### config.mk
export PLATFORM = sky130hd
export DESIGN_NAME = uart_rx_fsm
export DESIGN_NICKNAME = d
export VERILOG_FILES = /design/src/rtl/uart_pkg.sv /design/src/rtl/uart_rx_tick_gen.sv /design/src/rtl/uart_rx_fsm.sv
export SDC_FILE = /design/constraint.sdc
export NUM_CORES = 1
export LEC_CHECK = 0
export ABC_AREA = 0
export BUFFER_PORTS_ARGS = -buffer_cell sky130_fd_sc_hd__buf_2
export CORE_MARGIN = 10
export CORE_UTILIZATION = 40
export CTS_CLUSTER_DIAMETER = 30
export DETAILED_ROUTE_END_ITERATION = 10
export MAX_ROUTING_LAYER = met4
export SKIP_LAST_GASP = 1
export SLEW_MARGIN = 30
export SYNTH_ARGS = -nofsm -noshare
export SYNTH_HDL_FRONTEND = slang
export SYNTH_SLANG_ARGS = --single-unit
### constraint.sdc
create_clock -name clk -period 1.8 [get_ports clk]
set_clock_uncertainty 0.1 [all_clocks]
set_input_delay 0.09 -clock clk [delete_from_list [all_inputs] [get_ports clk]]
set_output_delay 0.09 -clock clk [all_outputs]
set_load 0.01 [all_outputs]
### src/rtl/uart_pkg.sv
// Shared UART constants and receive-FSM state encoding, used by both RX and TX sides.
package uart_pkg;

  localparam int unsigned WordLengthDef = 8;
  localparam int unsigned OversampleDef = 16;
  localparam int unsigned TickDivDef    = 13;

  typedef enum logic [2:0] {
    StIdle,
    StStart,
    StData,
    StParity,
    StStop,
    StDone
  } uart_rx_state_e;

endpackage

### src/rtl/uart_rx_tick_gen.sv
// Oversampling tick divider: pulses tick once every TICK_DIV clk cycles; clear restarts the count.
module uart_rx_tick_gen #(
  parameter int unsigned TICK_DIV = 13
) (
  input  logic clk,
  input  logic reset,
  input  logic clear,
  output logic tick
);

  localparam int unsigned CntW = (TICK_DIV > 1) ? $clog2(TICK_DIV) : 1;
  localparam logic [CntW-1:0] CntLast = CntW'(TICK_DIV - 1);

  logic [CntW-1:0] cnt;

  assign tick = (cnt == CntLast);

  always_ff @(posedge clk) begin
    if (reset || clear || tick) begin
      cnt <= '0;
    end else begin
      cnt <= cnt + 1'b1;
    end
  end

endmodule

### src/rtl/uart_rx_fsm.sv
// UART receiver: 2-flop synchronizer, mid-bit oversampled FSM, LSB-first shift register.
// Define UART_RX_PARITY_EN to add an even-parity bit between the data and stop bits.
module uart_rx_fsm
  import uart_pkg::*;
#(
  parameter int unsigned WORD_LENGTH = WordLengthDef,
  parameter int unsigned OVERSAMPLE  = OversampleDef,
  parameter int unsigned TICK_DIV    = TickDivDef
) (
  input  logic                   clk,
  input  logic                   reset,
  input  logic                   rx,
  output logic [WORD_LENGTH-1:0] rx_data,
  output logic                   rx_flag,
  output logic                   frame_err,
  output logic                   parity_err,
  output logic                   busy
);

  localparam int unsigned TickW = $clog2(OVERSAMPLE);
  localparam int unsigned BitW  = $clog2(WORD_LENGTH + 1);
  localparam logic [TickW-1:0] HalfLast = TickW'(OVERSAMPLE / 2 - 1);
  localparam logic [TickW-1:0] FullLast = TickW'(OVERSAMPLE - 1);
  localparam logic [BitW-1:0]  BitLast  = BitW'(WORD_LENGTH - 1);

  uart_rx_state_e         state;
  logic                   rx_m, rx_s, rx_p;
  logic                   tick;
  logic                   frame_err_n;
  logic [TickW-1:0]       tick_cnt;
  logic [BitW-1:0]        bit_cnt;
  logic [WORD_LENGTH-1:0] shreg;
`ifdef UART_RX_PARITY_EN
  logic                   parity_bit;
`endif

  // Divider is held cleared while idle so the first tick lands TICK_DIV cycles after the edge.
  uart_rx_tick_gen #(
    .TICK_DIV(TICK_DIV)
  ) u_tick_gen (
    .clk  (clk),
    .reset(reset),
    .clear(state == StIdle),
    .tick (tick)
  );

  always_ff @(posedge clk) begin
    if (reset) begin
      state       <= StIdle;
      rx_m        <= 1'b1;
      rx_s        <= 1'b1;
      rx_p        <= 1'b1;
      tick_cnt    <= '0;
      bit_cnt     <= '0;
      shreg       <= '0;
      frame_err_n <= 1'b0;
      rx_data     <= '0;
      rx_flag     <= 1'b0;
      frame_err   <= 1'b0;
      busy        <= 1'b0;
`ifdef UART_RX_PARITY_EN
      parity_bit  <= 1'b0;
      parity_err  <= 1'b0;
`endif
    end else begin
      rx_m    <= rx;
      rx_s    <= rx_m;
      rx_p    <= rx_s;
      rx_flag <= 1'b0;
      case (state)
        StIdle: begin
          if (rx_p && !rx_s) begin
            state    <= StStart;
            busy     <= 1'b1;
            tick_cnt <= '0;
            bit_cnt  <= '0;
          end
        end
        StStart: begin
          if (tick) begin
            if (tick_cnt == HalfLast) begin
              tick_cnt <= '0;
              if (!rx_s) begin
                state <= StData;
              end else begin
                state <= StIdle;
                busy  <= 1'b0;
              end
            end else begin
              tick_cnt <= tick_cnt + 1'b1;
            end
          end
        end
        StData: begin
          if (tick) begin
            if (tick_cnt == FullLast) begin
              tick_cnt <= '0;
              shreg    <= {rx_s, shreg[WORD_LENGTH-1:1]};
              bit_cnt  <= bit_cnt + 1'b1;
              if (bit_cnt == BitLast) begin
`ifdef UART_RX_PARITY_EN
                state <= StParity;
`else
                state <= StStop;
`endif
              end
            end else begin
              tick_cnt <= tick_cnt + 1'b1;
            end
          end
        end
`ifdef UART_RX_PARITY_EN
        StParity: begin
          if (tick) begin
            if (tick_cnt == FullLast) begin
              tick_cnt   <= '0;
              parity_bit <= rx_s;
              state      <= StStop;
            end else begin
              tick_cnt <= tick_cnt + 1'b1;
            end
          end
        end
`endif
        StStop: begin
          if (tick) begin
            if (tick_cnt == FullLast) begin
              tick_cnt    <= '0;
              frame_err_n <= ~rx_s;
              state       <= StDone;
            end else begin
              tick_cnt <= tick_cnt + 1'b1;
            end
          end
        end
        StDone: begin
          rx_data    <= shreg;
          frame_err  <= frame_err_n;
`ifdef UART_RX_PARITY_EN
          parity_err <= ^{shreg, parity_bit};
`endif
          rx_flag    <= 1'b1;
          busy       <= 1'b0;
          state      <= StIdle;
        end
        default: begin
          state <= StIdle;
          busy  <= 1'b0;
        end
      endcase
    end
  end

`ifndef UART_RX_PARITY_EN
  assign parity_err = 1'b0;
`endif

endmodule

==> summary.txt, run 1 <==
Cells and area
  – Area of the multi-input gates: 830 um^2
  – Number of diodes: 0
  – Final nets: 213
  – Seq. cell area: between 700 and 800 um^2
  – Post-route cell area: around 1900 um^2
  – Share of cells above drive strength 1: 0.184
  – Layout Area Growth over Synthesis: 14.3%
  – Total of fill cells in the finished design: 395

Yosys
  – Post-synthesis sequential area ratio: 0.459
  – Dominant register cell in the synthesized netlist: sky130_fd_sc_hd__dfxtp_1
  – Top cell type by total area after synthesis: sky130_fd_sc_hd__dfxtp_1
  – Total nets after synthesis: 195
  – Share of flip-flops with an asynchronous set or reset after synthesis: 0
  – Mean cell area of the mapped netlist: about 8.8 um^2
  – Dominant cells by area after synthesis: sky130_fd_sc_hd__dfxtp_1 46%, sky130_fd_sc_hd__a21oi_1 5.4%, sky130_fd_sc_hd__mux2i_1 5.4%
  – Cell Area, Synth: 1660 um^2
  – Yosys Warn Count: 0
  – Synthesized instance count: 188
  – EDFF count, synth: 0
  – Yosys reg bits: 38
  – Synth cell types: 42
  – Area share of the largest cell type after synthesis: 0.459

CTS
  – Setup bufs post-CTS: 0
  – CTS buffer count: 5
  – CTS max path bufs: 2
  – TritonCTS clock tree: yes
  – Clock slew at the register clock pins of the worst setup and hold paths: ~0.070 ns
  – Root buffer cell: sky130_fd_sc_hd__clkbuf_8
  – Total clock sinks: 38
  – Clock latency on the worst-skew pair: 0.28 ns
  – Max H-tree Level: 2

Placement
  – Placement-stage cell area: 1780 um^2
  – Port bufs: 13
  – Routability congestion estimate from global placement: 0.905
  – HPWL after detailed placement: 2.49 mm
  – Post-placement worst setup slack: 0.0733 ns

Floorplan
  – # rows: 23
  – Die area: 7120 um^2
  – Boundary pin count: 15
  – Die span in y: 84.4 um
  – Starting density of the core: 0.414
  – CORE AREA: 4000 um^2
  – Die boundary width: 84.4 um

Critical path
  – Worst setup EP type: flip-flop
  – CP max FO: 7
  – Worst-path cell with the longest stage delay: sky130_fd_sc_hd__dfxtp_1
  – Arrival time at the worst endpoint: 1.79 ns
  – Maximum single-stage delay on the critical path: 0.37 ns
  – Worst-path cell chain: ha_2, and3_4, a31oi_2, or3_1, a21oi_1
  – Type of the setup path with the least slack: reg2reg
  – Combined buffer and inverter count along the critical path: 0
  – Setup crit start kind: flip-flop
  – Required time of the worst setup path: between 1.5 and 2 ns
  – Top Family by Delay on Critical Path: simple AND/OR/NAND/NOR gates

Power
  – Tot Pwr: 1.45 mW
  – PwrDens: 768 nW/um^2
  – Worst IR drop on VDD: 0.447 mV
  – Standby leakage power: 0.792 nW

Global route
  – Number of antenna violations at the first check in global routing: 0
  – Maximum number of pins on one net before global-route repair: 30
  – Wire length of the first global-routing pass: 6.11 mm
  – Vias in the first global route: 1,335
  – Total global routing track utilization: 0.103
  – Total grt overflow: 0

Outcome
  – Status: finished clean

Min path
  – Worst min path class: in2reg

Route
  – Average wire per cell in the routed design: 13.6 um
  – Post-route antenna net violation count: 0
  – Detail-routed via count per cell: 5.45
  – First-iteration detailed-routing DRC count: 121
  – Vias after detailed routing: 1,394
  – Number of remaining DRC errors: 0
  – TritonRoute pass-1 iters: 4
  – Total length of routed wires: 3.49 mm

Run
  – MaxCap Viol Count: 0

Timing
  – Hold violation count in the final report: 0
  – Fin worst setup slack: roughly 0.12 ns
  – Final critical-path share of the clock period: 0.931
  – # setup viols final: 0
  – Final Max Tran Viols: 0
  – Worst-case headroom to the max-slew limit: 0.651
  – Min cycle time layout: 1.68 ns
  – Actual slew at the worst max-slew pin: ~0.52 ns
  – Max Freq: 0.597 GHz
-- state kept, by name (all words and copies together) (netlist names) --
register	cells
rx_data	8
u_tick_gen.cnt	4
busy	1
rx_m	1
bit_cnt	4
frame_err_n	1
tick_cnt	4
state	3
frame_err	1
rx_flag	1
shreg	8
rx_s	1
rx_p	1
-- routing by layer --
metal  up-vias  routed length (um)  share of wire  GRT usage
met5         -                   0              0          -
met4         0                  18         0.0052     0.0314
met3         3                 161          0.046     0.0290
met2        24                1670           0.48      0.163
met1       671                1640           0.47      0.123
li1        696                   -              -          -
-- Yosys cell counts (all sizes together), types with 2 or more instances --
master and count:
mux2i 9, clkbuf 5, o21ai 6, ha 4, nand2 16, nand4 6
a31oi 3, nor2 17, nor3 2, and3 2, o211ai 3, dfxtp 38
xor2 2, nand3 16, o2111ai 2, buf 6, nand3b 2, or3 3
and2 2, nor2b 2, a21oi 18, inv 6, or2 3
-- per-stage QoR --
stage               utilization    TNS, ns  hold WS (ns)  cells
floorplan                     -          0        0.0938    188
global placement          0.445          0         0.172    248
detailed placement        0.445          0         0.177    248
CTS                       0.468          0         0.160    256
global route              0.473  -0.000297         0.183    256
finish                    0.473          0         0.163    256
-- layout by cell type (no fill, tap or decap), types with 2 or more instances in the layout --
cell	instances
sky130_fd_sc_hd__or2_2	3
sky130_fd_sc_hd__buf_4	7
sky130_fd_sc_hd__nand2_1	16
sky130_fd_sc_hd__nor3_1	2
sky130_fd_sc_hd__a21oi_1	18
sky130_fd_sc_hd__xor2_1	2
sky130_fd_sc_hd__o21ai_0	6
sky130_fd_sc_hd__inv_1	6
sky130_fd_sc_hd__a31oi_1	2
sky130_fd_sc_hd__and2_1	2
sky130_fd_sc_hd__o211ai_1	3
sky130_fd_sc_hd__nand3_1	16
sky130_fd_sc_hd__or3_1	3
sky130_fd_sc_hd__clkinv_2	2
sky130_fd_sc_hd__nor2_1	17
sky130_fd_sc_hd__nor2b_1	2
sky130_fd_sc_hd__ha_1	3
sky130_fd_sc_hd__nand4_1	5
sky130_fd_sc_hd__and3_4	2
sky130_fd_sc_hd__clkbuf_8	5
sky130_fd_sc_hd__buf_2	13
sky130_fd_sc_hd__dfxtp_1	38
sky130_fd_sc_hd__nand3b_1	2
sky130_fd_sc_hd__mux2i_1	9
sky130_fd_sc_hd__o2111ai_1	2
-- path summary, 6_finish.rpt --
check / slack, ns / to / depth (start not counted) / startpoint
worst max register to register: 0.12 / bit_cnt[2]$_SDFFE_PP0P_ / 5 / tick_cnt[0]$_SDFFE_PP0P_
worst min-delay path: 0.16 / shreg[4]$_SDFFE_PP0P_ / 2 / reset
worst min register to register: 0.31 / rx_s$_SDFF_PP1_ / 1 / rx_m$_SDFF_PP1_
worst max-delay path: 0.12 / bit_cnt[2]$_SDFFE_PP0P_ / 5 / tick_cnt[0]$_SDFFE_PP0P_
-- power breakdown --
group | internal [mW] | leakage [nW] | switching [mW] | total (mW)
combinational | 0.0209 | 0.441 | 0.0400 | 0.0609
clock | 0.260 | 0.0438 | 0.281 | 0.541
sequential | 0.847 | 0.307 | 0.00513 | 0.853
total | 1.13 | 0.792 | 0.327 | 1.45
-- timing repair --
item | in CTS | in global routing
hold endpoints to repair | 1 | 0
hold buffers | 1 | 0
gates resized for setup | 0 | 6
endpoints found under the setup margin | 0 | 15
-- logic make-up after synthesis --
group | synth area share
DFF | 0.459
and+or+nand+nor | 0.246
AOI/OAI and AO/OA | 0.140
adders and majority gates | 0.0302
buffers and inverters | 0.0514
other | 0.00226
xor gates and xnor gates | 0.0159
muxes | 0.0544
-- area by class of cell --
class	count	share of cell area
Clock inverter	2	0.00529
Timing Repair Buffer	22	0.0734
Sequential cell	38	0.402
Tap cell	50	0.0330
Multi-Input combinational cell	133	0.438
Inverter	6	0.0119
Clock buffer	5	0.0364
Note: power is estimated with default switching activity, not from simulation.
==> inputs of run 2 (changes only) <==
- clock period: 1.8 -> 2.2 ns (I/O delays scaled with it)
==> run 2 against run 1 <==
Combinational power fell by 21%; sequential power shrank 18%; flip-flop and latch count stayed put; utilization decreased by 0.63 points; clock-buffer cell count is the same; via count decreased by 5.2%; fmax is 11% lower; worst setup slack better by 0.20 ns; clock power increased by 8.7%; final cell count decreased by 1.6%; global-route usage down 0.18 points; critical path type unchanged.
==> summary.txt, run 2 (same netlist as run 1, synthesis figures left out) <==
Outcome
  – Status: finished clean

Global route
  – Number of antenna violations at the first check in global routing: 0
  – Total grt overflow: 0
  – Maximum number of pins on one net before global-route repair: 30
  – Wire length of the first global-routing pass: 5.93 mm
  – Vias in the first global route: 1,271
  – Total global routing track utilization: 0.101

Route
  – First-iteration detailed-routing DRC count: approximately 130
  – Vias after detailed routing: 1,322
  – Detail-routed via count per cell: 5.25
  – Number of remaining DRC errors: 0
  – Post-route antenna net violation count: 0
  – TritonRoute pass-1 iters: 4
  – Average wire per cell in the routed design: 13.7 um
  – Total length of routed wires: 3.46 mm

Cells and area
  – Layout Area Growth over Synthesis: 12.8%
  – Commonest non-fill, non-tap cells in the layout: 38 x sky130_fd_sc_hd__dfxtp_1, 18 x sky130_fd_sc_hd__a21oi_1, 17 x sky130_fd_sc_hd__nor2_1
  – Final nets: 208
  – Area of the multi-input gates: 811 um^2
  – Post-route core utilization: 0.467
  – Share of cells above drive strength 1: 0.149
  – Most common cell after layout, fill and taps aside: sky130_fd_sc_hd__dfxtp_1
  – Total of fill cells in the finished design: 394
  – Number of diodes: 0
  – Seq. cell area: between 700 and 800 um^2
  – Post-layout instance count excluding filler cells: around 250
  – Top Registers: rx_data x8, shreg x8

Timing
  – Max Freq: about 0.53 GHz
  – Sum of negative setup slack: 0 ns
  – Fin Hold WS: between 0.15 and 0.2 ns
  – Hold violation count in the final report: 0
  – Final critical-path share of the clock period: 0.854
  – Actual slew at the worst max-slew pin: 0.520 ns
  – # setup viols final: 0
  – Min cycle time layout: 1.88 ns
  – Fin worst setup slack: around 0.32 ns
  – Final Max Tran Viols: 0
  – Worst-case headroom to the max-slew limit: 0.653
  – RSZ-0062 raised after global routing: false

Floorplan
  – Die area: 7120 um^2
  – Die boundary width: about 84 um
  – Boundary pin count: 15
  – Die span in y: 84.4 um
  – Starting density of the core: 0.414
  – # rows: 23
  – CORE AREA: around 4000 um^2

CTS
  – Clock latency on the worst-skew pair: 0.29 ns
  – CTS Hold Buffers Added: 1
  – TritonCTS clock tree: yes
  – CTS buffer count: 5
  – Clock slew at the register clock pins of the worst setup and hold paths: 0.08 ns
  – Max H-tree Level: 2
  – Setup bufs post-CTS: 0
  – Root buffer cell: sky130_fd_sc_hd__clkbuf_8
  – CTS max path bufs: 2
  – Post_cts resized: 0
  – Total clock sinks: 38

Power
  – Sequential power share: 0.523
  – Clock share of power: 0.441
  – Standby leakage power: between 0.7 and 0.8 nW
  – PwrDens: 714 nW/um^2
  – Net load switching power: 0.287 mW
  – Internal power summed over all cells: approximately 1.0 mW
  – Part of the total power dissipated in combinational logic: 0.036
  – Sw Ratio: 0.216
  – Worst IR drop on VDD: 0.395 mV

Critical path
  – Required time of the worst setup path: between 2 and 2.5 ns
  – Setup crit start kind: flip-flop
  – Type of the setup path with the least slack: reg2reg
  – CP max FO: 8
  – Arrival time at the worst endpoint: ~2.0 ns
  – Worst setup EP type: flip-flop

Placement
  – Routability congestion estimate from global placement: 0.837
  – HPWL after detailed placement: 2.39 mm
  – Post-placement worst setup slack: 0.353 ns
  – Port bufs: 13
  – Placed Cells: 243

Min path
  – Worst min path class: in2reg

Run
  – MaxCap Viol Count: 0
[run 2: metrics by stage]
step / cell area [um^2] / total power [mW]
after CTS: 1870 / 1.36
after floorplan: 1660 / 0.749
final: 1870 / 1.33
after global routing: 1870 / 1.38
after detailed placement: 1740 / 0.760
after global placement: 1740 / 0.759
[run 2: metal layers]
metal,GRT usage,vias to the layer above,part of all wire
met3,0.0329,3,0.032
met5,-,-,0
met2,0.154,27,0.47
li1,-,688,-
met4,0.0359,0,0.0087
met1,0.121,604,0.49
[run 2: cell type report]
cell class | count | area share
clock inverters | 3 | 0.0241
multi-input cells | 133 | 0.434
repair buffers | 17 | 0.0522
clock buffers | 5 | 0.0368
flip-flops and latches | 38 | 0.407
well taps | 50 | 0.0335
inverters | 6 | 0.0121
[run 2: path summary, 6_finish.rpt]
kind / start / end / slack, ns / cells past startpoint
min reg2reg: rx_m$_SDFF_PP1_ / rx_s$_SDFF_PP1_ / 0.32 / 1
max reg2reg: u_tick_gen.cnt[0]$_SDFF_PP0_ / bit_cnt[3]$_SDFFE_PP0P_ / 0.32 / 6
min: reset / frame_err_n$_SDFFE_PP0P_ / 0.18 / 2
max: u_tick_gen.cnt[0]$_SDFF_PP0_ / bit_cnt[3]$_SDFFE_PP0P_ / 0.32 / 6
[run 2: worst max-delay path, stage by stage, from the launching register on]
cell                      delay [ns]
sky130_fd_sc_hd__dfxtp_1        0.38
sky130_fd_sc_hd__inv_1          0.06
sky130_fd_sc_hd__ha_1           0.20
sky130_fd_sc_hd__and3_1         0.28
sky130_fd_sc_hd__a31oi_1        0.43
sky130_fd_sc_hd__o21ai_0        0.19
sky130_fd_sc_hd__a21oi_1        0.17
[run 2: power groups by stage]
stage	registers, mW	logic, mW	clock network, mW
after global routing	0.698	0.0543	0.630
after CTS	0.697	0.0479	0.611
after floorplan	0.713	0.0355	0
after detailed placement	0.713	0.0462	0
after global placement	0.713	0.0456	0
final	0.697	0.0480	0.588
